## src/rtl/pcm_dac_fifo.sv

```systemverilog
// Stereo PCM FIFO feeding the SSM2603 DAC driver: primes to a backlog threshold before
// presenting samples, pops one L/R pair per driver request and counts underflows.
module pcm_dac_fifo #(
    parameter int LB_DATA_W = 32,
    parameter int LB_ADDR_W = 8,
    parameter int DEPTH     = 16,
    parameter int PTR_W     = $clog2(DEPTH)
) (
    input  logic                 clk,
    input  logic                 rst_n,
    input  logic                 lb_wr_en,
    input  logic                 lb_rd_en,
    input  logic [LB_ADDR_W-1:0] lb_addr,
    input  logic [LB_DATA_W-1:0] lb_wr_data,
    output logic                 lb_wr_valid,
    output logic                 lb_rd_valid,
    output logic [LB_DATA_W-1:0] lb_rd_data,
    input  logic                 in_pcm_valid,
    output logic                 in_pcm_rdy,
    input  logic [31:0]          in_lpcm_data,
    input  logic [31:0]          in_rpcm_data,
    output logic                 dac_data_rdy,
    input  logic                 dac_pcm_nxt,
    output logic [31:0]          dac_lpcm_data,
    output logic [31:0]          dac_rpcm_data
);

    typedef enum logic [1:0] {
        ST_IDLE   = 2'd0,
        ST_PRIME  = 2'd1,
        ST_STREAM = 2'd2
    } state_e;

    localparam logic [PTR_W:0] DEPTH_C = (PTR_W + 1)'(DEPTH);
    localparam logic [PTR_W:0] ONE_C   = (PTR_W + 1)'(1);
    localparam logic [PTR_W:0] ZERO_C  = (PTR_W + 1)'(0);

    logic                 en_q, en_d;
    logic [PTR_W:0]       prime_th_q, prime_th_d;
    logic [15:0]          uflow_q, uflow_d;
    logic [PTR_W-1:0]     wr_ptr_q, wr_ptr_d, rd_ptr_q, rd_ptr_d;
    logic [PTR_W:0]       occ_q, occ_d;
    logic [63:0]          mem_q [DEPTH];
    logic [63:0]          mem_d [DEPTH];
    state_e               state_q, state_d;
    logic                 lb_wr_valid_q, lb_rd_valid_q;
    logic [LB_DATA_W-1:0] lb_rd_data_q, lb_rd_data_d;

    logic                 wr_ctrl_s, wr_uflow_s, wr_th_s, flush_s;
    logic                 full_s, empty_s, push_s, pop_s, drains_s, uflow_inc_s;
    logic [PTR_W:0]       eff_th_s;
    logic [LB_DATA_W-1:0] status_s;
    logic                 unused_wr_data_s;

    assign wr_ctrl_s  = lb_wr_en && (lb_addr == LB_ADDR_W'(0));
    assign wr_uflow_s = lb_wr_en && (lb_addr == LB_ADDR_W'(2));
    assign wr_th_s    = lb_wr_en && (lb_addr == LB_ADDR_W'(3));
    assign flush_s    = wr_ctrl_s && lb_wr_data[1];

    assign full_s     = (occ_q == DEPTH_C);
    assign empty_s    = (occ_q == ZERO_C);
    // Flush outranks both ends of the FIFO in the cycle it is written.
    assign in_pcm_rdy = en_q & ~full_s & ~flush_s;
    assign push_s     = in_pcm_valid & in_pcm_rdy;
    assign pop_s      = dac_pcm_nxt & ~empty_s & ~flush_s & en_q;
    assign drains_s   = pop_s & ~push_s & (occ_q == ONE_C);
    assign uflow_inc_s = (dac_pcm_nxt & empty_s) | ((state_q == ST_STREAM) & drains_s);

    assign dac_data_rdy = (state_q == ST_STREAM) & en_q & ~empty_s;
    assign {dac_lpcm_data, dac_rpcm_data} = mem_q[rd_ptr_q];

    assign lb_wr_valid = lb_wr_valid_q;
    assign lb_rd_valid = lb_rd_valid_q;
    assign lb_rd_data  = lb_rd_data_q;
    assign unused_wr_data_s = ^lb_wr_data[LB_DATA_W-1:PTR_W+1];

    // Effective prime threshold: clamp the programmed value into 1..DEPTH.
    always_comb begin
        if (prime_th_q == ZERO_C) begin
            eff_th_s = ONE_C;
        end else if (prime_th_q > DEPTH_C) begin
            eff_th_s = DEPTH_C;
        end else begin
            eff_th_s = prime_th_q;
        end
    end

    // Status word and local-bus read mux.
    always_comb begin
        status_s            = '0;
        status_s[PTR_W:0]   = occ_q;
        status_s[17:16]     = state_q;
        status_s[20]        = full_s;
        status_s[21]        = empty_s;
        lb_rd_data_d        = '0;
        if (lb_rd_en) begin
            case (lb_addr)
                LB_ADDR_W'(0): lb_rd_data_d = LB_DATA_W'(en_q);
                LB_ADDR_W'(1): lb_rd_data_d = status_s;
                LB_ADDR_W'(2): lb_rd_data_d = LB_DATA_W'(uflow_q);
                LB_ADDR_W'(3): lb_rd_data_d = LB_DATA_W'(prime_th_q);
                default:       lb_rd_data_d = LB_DATA_W'(32'hdeadbabe);
            endcase
        end else begin
            lb_rd_data_d = '0;
        end
    end

    // Control registers and saturating underflow counter.
    always_comb begin
        en_d       = en_q;
        prime_th_d = prime_th_q;
        uflow_d    = uflow_q;
        if (wr_ctrl_s) begin
            en_d = lb_wr_data[0];
        end else begin
            en_d = en_q;
        end
        if (wr_th_s) begin
            prime_th_d = lb_wr_data[PTR_W:0];
        end else begin
            prime_th_d = prime_th_q;
        end
        if (wr_uflow_s) begin
            uflow_d = 16'd0;
        end else if (uflow_inc_s && (uflow_q != 16'hffff)) begin
            uflow_d = uflow_q + 16'd1;
        end else begin
            uflow_d = uflow_q;
        end
    end

    // FIFO storage, pointers and occupancy; held empty while disabled.
    always_comb begin
        mem_d    = mem_q;
        wr_ptr_d = wr_ptr_q;
        rd_ptr_d = rd_ptr_q;
        occ_d    = occ_q;
        if (!en_q || flush_s) begin
            wr_ptr_d = '0;
            rd_ptr_d = '0;
            occ_d    = ZERO_C;
        end else begin
            if (push_s) begin
                mem_d[wr_ptr_q] = {in_lpcm_data, in_rpcm_data};
                wr_ptr_d        = wr_ptr_q + PTR_W'(1);
            end else begin
                wr_ptr_d = wr_ptr_q;
            end
            if (pop_s) begin
                rd_ptr_d = rd_ptr_q + PTR_W'(1);
            end else begin
                rd_ptr_d = rd_ptr_q;
            end
            case ({push_s, pop_s})
                2'b10:   occ_d = occ_q + ONE_C;
                2'b01:   occ_d = occ_q - ONE_C;
                default: occ_d = occ_q;
            endcase
        end
    end

    // Playback state: wait for backlog, stream until the FIFO runs dry.
    always_comb begin
        state_d = state_q;
        if (!en_q) begin
            state_d = ST_IDLE;
        end else if (flush_s) begin
            state_d = lb_wr_data[0] ? ST_PRIME : ST_IDLE;
        end else begin
            case (state_q)
                ST_IDLE:   state_d = ST_PRIME;
                ST_PRIME:  state_d = (occ_q >= eff_th_s) ? ST_STREAM : ST_PRIME;
                ST_STREAM: state_d = (empty_s || drains_s) ? ST_PRIME : ST_STREAM;
                default:   state_d = ST_IDLE;
            endcase
        end
    end

    // State registers.
    always_ff @(posedge clk or negedge rst_n) begin
        if (!rst_n) begin
            en_q          <= 1'b0;
            prime_th_q    <= ONE_C;
            uflow_q       <= 16'd0;
            wr_ptr_q      <= '0;
            rd_ptr_q      <= '0;
            occ_q         <= ZERO_C;
            state_q       <= ST_IDLE;
            lb_wr_valid_q <= 1'b0;
            lb_rd_valid_q <= 1'b0;
            lb_rd_data_q  <= '0;
            for (int i = 0; i < DEPTH; i++) begin
                mem_q[i] <= 64'd0;
            end
        end else begin
            en_q          <= en_d;
            prime_th_q    <= prime_th_d;
            uflow_q       <= uflow_d;
            wr_ptr_q      <= wr_ptr_d;
            rd_ptr_q      <= rd_ptr_d;
            occ_q         <= occ_d;
            state_q       <= state_d;
            lb_wr_valid_q <= lb_wr_en;
            lb_rd_valid_q <= lb_rd_en;
            lb_rd_data_q  <= lb_rd_data_d;
            mem_q         <= mem_d;
        end
    end

endmodule

```

## config.mk

```make
export PLATFORM = sky130hd
export DESIGN_NAME = pcm_dac_fifo
export DESIGN_NICKNAME = d
export VERILOG_FILES = /design/src/rtl/pcm_dac_fifo.sv
export SDC_FILE = /design/constraint.sdc
export NUM_CORES = 2
export LEC_CHECK = 0
export CORE_ASPECT_RATIO = 2
export CORE_MARGIN = 4
export CORE_UTILIZATION = 25
export DETAILED_ROUTE_END_ITERATION = 6
export MAX_ROUTING_LAYER = met4
export SLEW_MARGIN = 5
export SYNTH_ARGS = -nofsm -noshare
export SYNTH_HDL_FRONTEND = slang
export SYNTH_SLANG_ARGS = --single-unit
```

## constraint.sdc

```tcl
create_clock -name clk -period 8.35 [get_ports clk]
set_input_delay 1.67 -clock clk [delete_from_list [all_inputs] [get_ports clk]]
set_output_delay 1.67 -clock clk [all_outputs]
set_load 0.02 [all_outputs]
```

==> results.py <==
metrics = {
    "outcome": {
        "outcome": "complete, no violations",
    },
    "routing": {
        "postRouteAntennaNets": 0,
        "drt_iter0_markers": 1426,
        "routed_wl_um": 140000,
        "via_per_inst": 4.732,
        "wl_per_cell_um": 23.52,
        "first_pass_iters": 5,
        "route.vias.total": 28160,
        "drc": 0,
    },
    "sta": {
        "finalSetupViolations": 0,
        "fin_crit_sh_pct": 73.68,
        "slew-limit-headroom_pct": 28.65,
        "fin_skew_ns": 0.07420,
        "layout_setup_ws_ns": 2.198,
        "fmax_ghz": 0.1625,
        "rsz0062_at_grt": "false",
        "finalHoldViolCount": 0,
        "tns_ns": 0,
        "slew_violations": 0,
        "tightest_slew_ns": 1.070,
        "fin_crit_ns": 6.152,
    },
    "worst_setup_path": {
        "reg2reg_from": "occ_q[0]",
        "required_ns": 6.68,
        "cp.arrival_ns": 4.48,
        "crit_start": "rd_ptr_q[1]",
        "cp-start-kind": "flop",
        "worstSetupPathType": "flop to output pin",
        "worst-path-max-fanout": 35,
        "end_kind": "output pin",
    },
    "yosys": {
        "avgSynthCellArea_um2": 15.36,
        "syn-cell-area_mm2": 0.04958,
        "yosysWarnings": 0,
        "netlist-cell-type-count": 52,
        "ys_seq_area_share_pct": 54.71,
        "synth_top_cell_by_area": "dfrtp_1",
        "synth_edf_count": 0,
        "synth_cells": 3229,
        "dominantRegCellSynth": "dfrtp_1",
        "synthArstFlopShare_pct": 100.0,
        "synthTopCellsByArea": "dfrtp_1, mux2_2, mux4_2",
        "synth_top_area_share_pct": 54.66,
        "ys_seq_elements": 1084,
    },
    "place": {
        "gp_congestion": 0.7279,
        "dp_slack_ns": 2.285,
        "place_area_mm2": 0.05347,
        "port_buffers": 179,
        "dpl.hpwl_um": 81390,
    },
    "cts": {
        "cts_tree": "built",
        "clock_sinks": 1084,
        "cts_hold_buf": 0,
        "htree_num_levels": 3,
        "postCtsSetupRepairBufs": 0,
        "cts_root_buffer": "clkbuf_16",
        "cts_buffers": 103,
        "cts_resized": 0,
        "clock_path_buffers": 3,
        "clk_pin_slew_ns": 0.07,
        "clock_latency_ns": 0.74,
    },
    "global_route": {
        "grt_pass1_vias": 31360,
        "grt_usage_pct": 13.95,
        "grt_max_degree": 185,
        "gr-total-overflow": 0,
        "grt_pass1_wl_um": 210800,
        "antenna_found_initial": 17,
    },
    "power": {
        "ir_drop_mv": 0.1609,
        "power_leakage_nw": 25.38,
        "p_per_area_mw_per_mm2": 196.6,
    },
    "floorplan": {
        "start_util_pct": 25.08,
        "die_area_mm2": 0.2059,
        "core-area_mm2": 0.1977,
        "chipHeight_um": 637.8,
        "num_rows": 231,
        "num_io_pins": 210,
        "die_w_um": 322.9,
    },
    "min_path": {
        "holdCritStartpoint": "mem_q[896]",
        "hp-class": "flop to flop",
    },
    "cells_and_area": {
        "multi_input_area_mm2": 0.02065,
        "area_growth_syn_to_layout_pct": 14.78,
        "seq_area_mm2": 0.02714,
        "num-fill-cells": 19920,
        "nets": 3423,
        "postLayoutCellArea_mm2": 0.05691,
        "drive_gt1_share_pct": 43.36,
        "fin_util_pct": 28.79,
    },
    "flow_run": {
        "drv_cap": 0,
    },
}
[logic make-up (layout without fill, tap and decap cells)]
kind of cell               count (synthesis)  in the layout  synth area share, %
muxes                                   1358           1358                34.89
buffers and inverters                    296            446                3.823
adders and majority gates                 16             16               0.4038
AOI/OAI and AO/OA                        292            292                3.914
other                                      1             11             0.007563
xor gates and xnor gates                  19             19               0.3356
DFF                                     1084           1084                54.71
and+or+nand+nor                          163            163                1.910
[sequential cells by signal, indices dropped and copies added (netlist names)]
register,flops
state_q,2
lb_rd_valid,1
lb_rd_data,21
wr_ptr_q,4
lb_wr_valid,1
prime_th_q,5
en_q,1
mem_q,1024
occ_q,5
rd_ptr_q,4
uflow_q,16
[Yosys cell counts, drive strengths merged (3+ instances only)]
cell / instances
dfrtp: 1083
mux2: 1033
mux4: 193
buf: 145
clkbuf: 140
mux2i: 132
a21oi: 77
a22oi: 69
o21ai: 66
a221oi: 64
nor2: 53
nand2: 34
ha: 16
nand3: 12
nand4: 12
inv: 10
xnor2: 10
nor3: 9
xor2: 9
and2: 8
and3: 7
a21boi: 6
nand2b: 5
nor4: 5
nand4b: 4
nor2b: 3
or2: 3
[per-stage QoR]
stage,power (mW),hold WS [ns],cells
detailed placement,6.555,0.4743,5755
finish,11.19,0.4871,5952
global placement,6.533,0.4627,5755
global route,11.64,0.5021,5952
floorplan,5.986,0.4532,3231
CTS,11.38,0.4901,5944
[power breakdown]
part,internal [mW],leakage [nW],switching (mW),total [mW]
clock,2.62,1.67,2.15,4.77
combinational,0.425,8.68,0.562,0.986
sequential,5.36,15.0,0.0717,5.43
total,8.41,25.4,2.78,11.2
[worst paths after layout]
check	endpoint	slack [ns]	cells past startpoint
worst min register to register	mem_q[896]	0.49	1
max in group asynchronous	mem_q[157]	5.34	3
worst max register to register	mem_q[43]	4.22	8
worst max-delay path	dac_lpcm_data[10]	2.20	6
worst min-delay path	mem_q[896]	0.49	1
min in group asynchronous	lb_rd_data[14]	1.00	1
[per-layer routing]
| layer | up-vias | part of all wire (%) | global-route usage, % |
|---|---|---|---|
| met3 | 187 | 3.2 | 1.815 |
| met4 | 0 | 2.3 | 3.462 |
| li1 | 12100 | - | - |
| met5 | - | 0 | - |
| met2 | 457 | 53 | 24.62 |
| met1 | 15420 | 42 | 16.87 |
[placed cells by master (no fill, tap or decap), types with 15 or more instances in the layout]
| cell | instances |
|---|---|
| a21oi_1 | 77 |
| a221oi_1 | 64 |
| a22oi_1 | 69 |
| buf_4 | 57 |
| clkbuf_1 | 34 |
| clkbuf_16 | 103 |
| clkbuf_8 | 24 |
| clkdlybuf4s50_1 | 178 |
| dfrtp_1 | 1080 |
| ha_1 | 16 |
| mux2_1 | 21 |
| mux2_2 | 1012 |
| mux2i_1 | 132 |
| mux4_2 | 193 |
| nand2_1 | 34 |
| nor2_1 | 37 |
| nor2_4 | 15 |
| o21ai_0 | 66 |
[critical path, stage by stage (launching register included)]
cell and delay (ns):
dfrtp_4 0.80, and2_4 0.74, buf_4 0.66, a221oi_1 0.26
a22oi_1 0.19, o21ai_0 0.30, clkdlybuf4s50_1 0.72
[cell type report]
class	count	share of cell area, %
clock inverters	28	0.6838
multi-input cells	1851	36.29
flip-flops and latches	1084	47.69
diodes	8	0.03518
inverters	11	0.07695
well taps	2563	5.635
repair buffers	246	4.261
clock buffers	161	5.334
No activity file was read; power rests on OpenSTA's default activity.
